### src/rtl/sifh_hist_peak.sv
// sifh_hist_peak: two-pass (coarse, then zoomed fine) per-pixel histogram builder and peak finder.
// Optional macro SIFH_SAT_EN: saturating bin counters plus a sticky sat_flag output.
module sifh_hist_peak #(
    parameter int unsigned NP       = 12,
    parameter int unsigned NB       = 6,
    parameter int unsigned PIXELS   = 4,
    parameter int unsigned DATA_NUM = 4,
    parameter int unsigned ACQ_NUM  = 8,
    parameter int unsigned CNT_W    = 8
) (
    input  logic                 clk,
    input  logic                 res,
    input  logic                 in_valid,
    output logic                 in_ready,
    input  logic [NP-1:0]        in_data,
    output logic                 out_valid,
    output logic [NP*PIXELS-1:0] out_result,
`ifdef SIFH_SAT_EN
    output logic                 sat_flag,
`endif
    output logic                 pass_id
);

    localparam int unsigned PW    = (PIXELS > 1) ? $clog2(PIXELS) : 1;
    localparam int unsigned SW    = (DATA_NUM > 1) ? $clog2(DATA_NUM) : 1;
    localparam int unsigned QW    = (ACQ_NUM > 1) ? $clog2(ACQ_NUM) : 1;
    localparam int unsigned AW    = PW + NB;
    localparam int unsigned WORDS = PIXELS << NB;

    localparam logic signed [NP:0] HalfBin = (NP+1)'(1 << (NP - NB - 1));
    localparam logic signed [NP:0] HalfWin = (NP+1)'(1 << (NB - 1));
    localparam logic signed [NP:0] LoMax   = (NP+1)'((1 << NP) - (1 << NB));

    typedef enum logic [1:0] {StCoarse, StDrain0, StFine, StDrain1} state_e;

    state_e        state_q;
    logic [1:0]    drain_cnt_q;
    logic [SW-1:0] smp_q;
    logic [PW-1:0] pix_q;
    logic [QW-1:0] acq_q;
    logic          ready_q;
    logic          pass_q;
    logic          out_valid_q;

    logic accept, last_smp, last_pix, last_acq;
    logic in_drain, first_drain, drain_end, result_load;

    assign accept      = in_valid && ready_q;
    assign last_smp    = (smp_q == SW'(DATA_NUM - 1));
    assign last_pix    = (pix_q == PW'(PIXELS - 1));
    assign last_acq    = (acq_q == QW'(ACQ_NUM - 1));
    assign in_drain    = (state_q == StDrain0) || (state_q == StDrain1);
    assign first_drain = in_drain && (drain_cnt_q == 2'd0);
    assign drain_end   = in_drain && (drain_cnt_q == 2'd2);
    // The last sample's peak compare happens in the middle drain cycle.
    assign result_load = (state_q == StDrain1) && (drain_cnt_q == 2'd1);

    always_ff @(posedge clk) begin
        if (res) begin
            state_q     <= StCoarse;
            drain_cnt_q <= '0;
            smp_q       <= '0;
            pix_q       <= '0;
            acq_q       <= '0;
            ready_q     <= 1'b1;
            pass_q      <= 1'b0;
            out_valid_q <= 1'b0;
        end else begin
            out_valid_q <= result_load;
            case (state_q)
                StCoarse, StFine: begin
                    if (accept) begin
                        smp_q <= last_smp ? '0 : smp_q + 1'b1;
                        if (last_smp) begin
                            pix_q <= last_pix ? '0 : pix_q + 1'b1;
                            if (last_pix) begin
                                acq_q <= last_acq ? '0 : acq_q + 1'b1;
                            end
                        end
                        if (last_smp && last_pix && last_acq) begin
                            state_q     <= (state_q == StCoarse) ? StDrain0 : StDrain1;
                            drain_cnt_q <= '0;
                            ready_q     <= 1'b0;
                        end
                    end
                end
                StDrain0, StDrain1: begin
                    drain_cnt_q <= drain_cnt_q + 2'd1;
                    if (drain_end) begin
                        state_q <= (state_q == StDrain0) ? StFine : StCoarse;
                        pass_q  <= (state_q == StDrain0);
                        ready_q <= 1'b1;
                    end
                end
                default: state_q <= StCoarse;
            endcase
        end
    end

    assign in_ready  = ready_q;
    assign pass_id   = pass_q;
    assign out_valid = out_valid_q;

    // Histogram RAM with lazy clear through per-word valid bits.
    logic [CNT_W-1:0] mem [WORDS];
    logic [WORDS-1:0] vld_q;

    logic [NP-1:0] win_lo_q [PIXELS];
    logic [NP-1:0] win_c_q  [PIXELS];
    logic [NP-1:0] win_lo_d [PIXELS];
    logic [NP-1:0] win_c_d  [PIXELS];

    logic             fine;
    logic [NP-1:0]    cur_lo, cur_hi, fine_off;
    logic             in_window;
    logic [NB-1:0]    s0_bin;
    logic             s0_hit;
    logic [AW-1:0]    s0_addr;
    logic [CNT_W-1:0] s0_old;

    logic             s1_hit;
    logic [AW-1:0]    s1_addr;
    logic [CNT_W-1:0] s1_old;
    logic [CNT_W-1:0] s1_new;

    logic             s2_hit;
    logic [PW-1:0]    s2_pix;
    logic [NB-1:0]    s2_bin;
    logic [CNT_W-1:0] s2_cnt;

    assign fine      = (state_q == StFine);
    assign cur_lo    = win_lo_q[pix_q];
    assign cur_hi    = cur_lo + NP'((1 << NB) - 1);
    assign fine_off  = in_data - cur_lo;
    assign in_window = (in_data >= cur_lo) && (in_data <= cur_hi);
    assign s0_bin    = fine ? fine_off[NB-1:0] : in_data[NP-1 -: NB];
    assign s0_hit    = accept && (!fine || in_window);
    assign s0_addr   = {pix_q, s0_bin};

    // Forward the in-flight S1 write so back-to-back hits on one word stay exact.
    assign s0_old = (s1_hit && (s1_addr == s0_addr)) ? s1_new
                  : (vld_q[s0_addr] ? mem[s0_addr] : '0);

`ifdef SIFH_SAT_EN
    logic sat_block;
    logic sat_q;

    assign sat_block = s1_hit && (s1_old == {CNT_W{1'b1}});
    assign s1_new    = sat_block ? s1_old : s1_old + 1'b1;

    always_ff @(posedge clk) begin
        if (res || ((state_q == StDrain1) && drain_end)) begin
            sat_q <= 1'b0;
        end else if (sat_block) begin
            sat_q <= 1'b1;
        end
    end

    assign sat_flag = sat_q;
`else
    assign s1_new = s1_old + 1'b1;
`endif

    always_ff @(posedge clk) begin
        if (res) begin
            s1_hit <= 1'b0;
            s2_hit <= 1'b0;
        end else begin
            s1_hit <= s0_hit;
            s2_hit <= s1_hit;
        end
        s1_addr <= s0_addr;
        s1_old  <= s0_old;
        s2_pix  <= s1_addr[AW-1:NB];
        s2_bin  <= s1_addr[NB-1:0];
        s2_cnt  <= s1_new;
    end

    always_ff @(posedge clk) begin
        if (s1_hit) begin
            mem[s1_addr] <= s1_new;
        end
    end

    // Clearing wins over the final write of a pass landing in the same cycle.
    always_ff @(posedge clk) begin
        if (res || first_drain) begin
            vld_q <= '0;
        end else if (s1_hit) begin
            vld_q[s1_addr] <= 1'b1;
        end
    end

    logic [CNT_W-1:0] cnt_max_q  [PIXELS];
    logic [CNT_W-1:0] cnt_max_d  [PIXELS];
    logic [NB-1:0]    peak_bin_q [PIXELS];
    logic [NB-1:0]    peak_bin_d [PIXELS];

    always_comb begin
        cnt_max_d  = cnt_max_q;
        peak_bin_d = peak_bin_q;
        if (s2_hit && (s2_cnt > cnt_max_q[s2_pix])) begin
            cnt_max_d[s2_pix]  = s2_cnt;
            peak_bin_d[s2_pix] = s2_bin;
        end
    end

    always_ff @(posedge clk) begin
        if (res || drain_end) begin
            for (int p = 0; p < PIXELS; p++) begin
                cnt_max_q[p]  <= '0;
                peak_bin_q[p] <= '0;
            end
        end else begin
            cnt_max_q  <= cnt_max_d;
            peak_bin_q <= peak_bin_d;
        end
    end

    always_comb begin
        logic signed [NP:0] c_s;
        logic signed [NP:0] lo_s;
        c_s  = '0;
        lo_s = '0;
        for (int p = 0; p < PIXELS; p++) begin
            c_s  = $signed({1'b0, peak_bin_q[p], {(NP-NB){1'b0}}}) + HalfBin;
            lo_s = c_s - HalfWin;
            if (lo_s[NP]) begin
                lo_s = '0;
            end else if (lo_s > LoMax) begin
                lo_s = LoMax;
            end
            win_c_d[p]  = c_s[NP-1:0];
            win_lo_d[p] = lo_s[NP-1:0];
        end
    end

    always_ff @(posedge clk) begin
        if (res) begin
            for (int p = 0; p < PIXELS; p++) begin
                win_lo_q[p] <= '0;
                win_c_q[p]  <= '0;
            end
        end else if ((state_q == StDrain0) && drain_end) begin
            win_lo_q <= win_lo_d;
            win_c_q  <= win_c_d;
        end
    end

    logic [NP*PIXELS-1:0] result_d;
    logic [NP*PIXELS-1:0] out_result_q;

    always_comb begin
        result_d = '0;
        for (int p = 0; p < PIXELS; p++) begin
            // An empty fine histogram falls back to the coarse bin centre.
            result_d[p*NP +: NP] = (cnt_max_d[p] == '0) ? win_c_q[p]
                                 : win_lo_q[p] + NP'(peak_bin_d[p]);
        end
    end

    always_ff @(posedge clk) begin
        if (res) begin
            out_result_q <= '0;
        end else if (result_load) begin
            out_result_q <= result_d;
        end
    end

    assign out_result = out_result_q;

endmodule

### config.mk
export PLATFORM = sky130hd
export DESIGN_NAME = sifh_hist_peak
export DESIGN_NICKNAME = d
export VERILOG_FILES = /design/src/rtl/sifh_hist_peak.sv
export SDC_FILE = /design/constraint.sdc
export NUM_CORES = 2
export LEC_CHECK = 0
export ABC_AREA = 1
export ABC_CLOCK_PERIOD_IN_PS = 17900
export CAP_MARGIN = 20
export CORE_ASPECT_RATIO = 0.5
export CORE_MARGIN = 8
export CORE_UTILIZATION = 44
export DETAILED_ROUTE_END_ITERATION = 8
export DONT_BUFFER_PORTS = 1
export PLACE_DENSITY_LB_ADDON = 0.15
export SETUP_SLACK_MARGIN = 0.15
export SLEW_MARGIN = 20
export SYNTH_ARGS = -nofsm -noshare
export SYNTH_HDL_FRONTEND = slang
export SYNTH_SLANG_ARGS = --single-unit
### constraint.sdc
create_clock -name clk -period 17.9 [get_ports clk]
set_input_delay 2.685 -clock clk [delete_from_list [all_inputs] [get_ports clk]]
set_output_delay 2.685 -clock clk [all_outputs]
set_load 0.005 [all_outputs]
=== Word-level counts from Yosys, hierarchy flattened ===
Memories as Yosys holds them, arrays and structs flattened.
Cells that the tools add are included.

* Bits in registers: 504
* Latch bits: 0
* RAM bits: 2048
* Memory bits (read-only): 0
* Input bits: 15
* Output and inout bits: 51
* Logic and storage cells: 164
* Memories kept: 1

{| class="wikitable"
|+ Memories
! memory !! depth !! bits a word !! read ports !! clocked after memory_dff !! write ports !! RTL line !! source
|-
| mem || 256 || 8 || 1 || 0 || 1 || 105 || <nowiki>logic [CNT_W-1:0] mem [WORDS];</nowiki>
|}

* Add/subtract/negate cells: 19
* Multipliers: 0
* Divide/modulo/power cells: 0
* $lt $le $gt $ge: 13
* Eq/ne operators: 12
* Shift-type cells: 0
* Muxes and demuxes: 51
* Bitwise logic cells: 3
* Reduce and logical (&&, ||, !) cells: 32

{| class="wikitable"
|+ Operator list
! operator !! number
|-
| OR 256 bit || 1
|-
| 2-to-1 mux 12 bit || 14
|-
| adder 12 x 6 -> 13 bit (second input constant) || 4
|-
| > comparator 13 bit (second input constant) || 4
|-
| subtractor 13 x 7 -> 13 bit (second input constant) || 4
|-
| adder 12 x 6 -> 12 bit || 4
|-
| 2-to-1 mux 8 bit || 5
|-
| bitwise mux 32 bit || 1
|-
| zero test 8 bit || 4
|-
| 2-to-1 mux 32 bit || 1
|-
| binary-select mux 12 bit (select 2 bit) || 1
|-
| bitwise mux 24 bit || 1
|-
| 2-to-1 mux 24 bit || 1
|-
| < comparator 8 x 9 -> 1 bit (second input constant) || 2
|-
| 2-to-1 mux 2 bit || 9
|-
| binary-select mux 8 bit (select 2 bit) || 1
|-
| demux 8 bit (select 2 bit) || 1
|-
| logical AND 1 bit || 13
|-
| adder 12 x 6 -> 12 bit (second input constant) || 1
|-
| demux 6 bit (select 2 bit) || 1
|-
| greater-or-equal comparator 12 bit || 1
|-
| less-or-equal comparator 12 bit || 1
|-
| 2-to-1 mux 6 bit || 2
|-
| equality test 2 bit (second input constant) || 5
|-
| 26 further kinds || 48
|}

=== Longest topological paths before layout ===
* Depth after elaboration: 10
* Mapped depth: 22

=== Worst setup path before layout ===
OpenSTA, ideal clock, no wires.

* Path type: register to register
* Start: register s1_old[2]
* End: memory mem[0][7], data pin
* Data arrival time: 8.116 ns
* Data required time: 16.235 ns
* Slack: 8.119 ns
* Cell stages (with the launch flop): 5
* Path buffers: 0
* Path through: dfxtp_1 > nand3_1 > nor3_1 > nand3_1 > xnor2_1

* Longest elaborated chain between the ends: 1

{| class="wikitable"
|+ RTL lines
! what !! RTL line !! source
|-
| start, declared || 123 || <nowiki>logic [CNT_W-1:0] s1_old;</nowiki>
|-
| start signal, assigned || 173 || <nowiki>s1_old <= s0_old;</nowiki>
|-
| adder 8 x 1 -> 8 bit || 161 || <nowiki>assign s1_new = s1_old + 1'b1;</nowiki>
|-
| named net s1_new[7] || 124 || <nowiki>logic [CNT_W-1:0] s1_new;</nowiki>
|-
| end, declared || 105 ||
|}

The timed path passes the listed nets, and every way through them passes these cells.

=== Final worst setup path ===
* Start: input in_data[0]
* End: register s1_old[0]

* Longest elaborated chain between the ends: 6

{| class="wikitable"
|+ RTL lines
! what !! RTL line !! source
|-
| start, declared || 15 || <nowiki>input logic [NP-1:0] in_data,</nowiki>
|-
| subtractor 6 bit (*) || 134 || <nowiki>assign fine_off = in_data - cur_lo;</nowiki>
|-
| 2-to-1 mux 6 bit (*) || 136 || <nowiki>assign s0_bin = fine ? fine_off[NB-1:0] : in_data[NP-1 -: NB];</nowiki>
|-
| binary-select mux 1 bit (select 8 bit) || 142 || <nowiki>: (vld_q[s0_addr] ? mem[s0_addr] : '0);</nowiki>
|-
| 2-to-1 mux 1 bit (not written as such) || 142 ||
|-
| 2-to-1 mux 8 bit || 142 ||
|-
| 2-to-1 mux 8 bit (*) || 141 || <nowiki>assign s0_old = (s1_hit && (s1_addr == s0_addr)) ? s1_new</nowiki>
|-
| named net s0_old[0] || 119 || <nowiki>logic [CNT_W-1:0] s0_old;</nowiki>
|}

The timed path passes the listed nets; every way through them passes the cells marked *. The select of a mux whose other input is x is not followed.
A chain may end at the register's enable or synchronous reset.

==> flow_metrics.tcl <==
set metrics [dict create \
    synth_top_area_share_pct 56.3 \
    htreeDepth 4 \
    synth_top_area_cell "edfxtp_1" \
    root_buffer "clkbuf_16" \
    syn_inst 11500 \
    synth_area_leaders "edfxtp_1, nand3_1, nand2_1" \
    drive_above_1_share_pct 5.02 \
    drc 0 \
    drv_cap 0 \
    worst_slew_margin_rel_pct 19.3 \
    ant_nets 0 \
    drv_slew 0 \
    timing_worst_setup_path_type "in -> reg" \
    postSynthAreaPerCell_um2 9.53 \
    syn-cell-area_um2 109000 \
    port_buffers 0 \
    ios 66 \
    grt_setup_unrepaired "false" \
    crit_top_cell "nand3_1" \
    placed_cell_area_um2 112000 \
    met2_usage_pct 36.0 \
    grt_first_pass_wirelength_mm 483 \
    postCtsHoldBufs 0 \
    synth_most_common_cell "nand2_1" \
    min_period_ns 7.20 \
    num_rows 129 \
    cp_cell_sequence "nand2_8 -> nand2_8 -> buf_4 -> buf_4 -> buf_4 -> nand2_1 -> nand3_1 -> nand3_1 -> nand3_1 -> nand2_1 -> nand2_1 -> nand3_1 -> nand3_1 -> nand3_1 -> nand2_1 -> nand3_1 -> nand2_1" \
    grt.total_usage_pct 23.9 \
    die_h_um 368 \
    clockBufferDepth 4 \
    status "complete, no violations" \
    cts_resized 0 \
    path_buf_inv 3 \
    fin_util_pct 48.2 \
    tns_ns 0 \
    top_usage_layer "met2" \
    syn_nets 11500 \
    vias 77800 \
    yosys_most_used_dff "edfxtp_1" \
    coreArea_um2 247000 \
    tightestPinTransition_ns 1.21 \
    critPathLaunchType "input pin" \
    globalplace.congestion 0.846 \
    p_leak_nw 48.3 \
    cts_buffers 234 \
    routedWlPerCell_um 22.3 \
    whs_ns 0.461 \
    power.density_nw_per_um2 131 \
    floorplan.initialDensity_pct 44.2 \
    die_area_um2 266000 \
    grt_start_max_net_pins 192 \
    synth_common_cells "nand2_1, nand3_1, edfxtp_1, inv_1, nor2_1" \
    nNetsFinal 11200 \
    yosysWarnings 0 \
    critPathTopFamily "simple AND/OR/NAND/NOR gates" \
    antenna_found_initial 15 \
    routed_wl_mm 328 \
    slowest_delay_ns 0.88 \
    synth_seq_cells 2505 \
    crit_arrival_ns 8.01 \
    ir_drop_v 0.000118 \
    async_reset_ff_share_pct 0 \
    clk-insertion-delay-late_ns 0.89 \
    crit_fanout 125 \
    crit_required_ns 18.71 \
    critPathCaptureType "flop" \
    place_hpwl_mm 183 \
    fin_skew_ns 0.0542 \
    grt_pass1_vias 71400 \
    postLayoutCellArea_um2 119000 \
    met1_usage_pct 35.8 \
    cts_tree "yes" \
    area_growth_pct 9.08 \
    fin_crit_sh_pct 40.2 \
    cts_sinks 2505 \
    grt_use_met3_pct 4.49 \
    synth_cell_type_count 44 \
    die_w_um 721 \
    drtIter0Drc 8741 \
    vias_per_cell 5.28 \
    postCtsSetupBuffers 0 \
    cp_slowest_cell "buf_4" \
    hold_viol 0 \
    fmax_mhz 139 \
    hold_path_class "reg -> reg" \
    yosysSeqAreaShare_pct 64.7 \
    clkTransAtPathRegs_ns 0.07 \
    setup_violations 0 \
    first_pass_iters 6 \
    synth-edff-count 2048 \
    grt-ovfl-total 0 \
]
==> final cells by class <==
| type | count | area, µm² |
|---|---|---|
| inverters | 2023 | 7610 |
| clock inverters | 78 | 654 |
| clock buffers | 353 | 6780 |
| multi-input cells | 6300 | 28200 |
| flip-flops and latches | 2505 | 70600 |
| fillers | 23000 | 128000 |
| diodes | 4 | 10.0 |
| well taps | 3340 | 4180 |
| repair buffers | 124 | 1060 |
==> logic make-up (layout without fill, tap and decap cells) <==
group / after synthesis / in the layout / synth area share [%]
AOI/OAI and AO/OA: 352 / 352 / 1.86
adders and majority gates: 27 / 27 / 0.309
DFF: 2505 / 2505 / 64.7
buffers and inverters: 2656 / 2578 / 9.75
other: 0 / 4 / 0
and+or+nand+nor: 5910 / 5910 / 23.3
xor gates and xnor gates: 11 / 11 / 0.0882
==> where the power goes <==
group	leakage, nW	switching [mW]	internal (mW)
logic	22.3	2.91	0.748
registers	22.3	0.0558	6.88
clock network	3.63	2.23	2.75
==> flip-flops by register name, summed over array words and instances (netlist names), 24 cells and up <==
name / cells
cnt_max_q: 32
mem: 2048
out_result: 48
peak_bin_q: 24
vld_q: 256
win_c_q: 25
win_lo_q: 24
==> layout by cell type, fill, tap and decap left out, drive strengths merged <==
cell,n
nand4,4
ha,27
nor2,963
nand2,2511
a32oi,1
clkinvlp,6
nand3,2319
bufinv,10
inv,2014
buf,124
dfxtp,457
xnor2,2
clkinv,71
nand3b,49
o211ai,55
nor4,3
o211a,2
nor3,7
a41oi,1
clkbuf,353
diode,4
edfxtp,2048
o21ai,113
a211oi,2
or2,53
o21ba,5
xor2,9
o21bai,13
o2111ai,1
o22ai,1
a221oi,7
and3,1
a21oi,147
a21boi,1
a22oi,3
==> worst min-delay path, delay by kind of cell (launching register included) <==
family           cells  cell delay (ns)
AO/OA/AOI/OAI        1             0.05
AND/OR/NAND/NOR      1             0.06
flip-flops           1             0.31
==> final timing paths <==
| check | start | endpoint | slack (ns) | cells after the start |
|---|---|---|---|---|
| worst max register to register | state_q[0] | s1_old[0] | 11.42 | 20 |
| worst max-delay path | in_data[0] | s1_old[0] | 10.70 | 17 |
| worst min register to register | win_c_q[42] | win_c_q[42] | 0.46 | 2 |
| worst min-delay path | win_c_q[42] | win_c_q[42] | 0.46 | 2 |
==> metrics by stage <==
step | cells | power (mW) | worst slack, ns
4_1_cts | 14700 | 15.6 | 10.84
3_3_place_gp | 14300 | 10.7 | 9.94
3_5_place_dp | 14300 | 10.7 | 9.91
2_1_floorplan | 11500 | 9.38 | 8.12
5_1_grt | 14700 | 16.1 | 10.40
6_report | 14700 | 15.6 | 10.70
==> layer usage <==
layer | share of wire [%] | up-vias | wire [µm]
met5 | 0.0024 | - | 8
met4 | 2.2 | 2 | 7310
met3 | 9.0 | 419 | 29600
met2 | 43 | 2906 | 142000
met1 | 45 | 38000 | 149000
li1 | - | 36500 | -
Note: power is estimated with default switching activity, not from simulation.
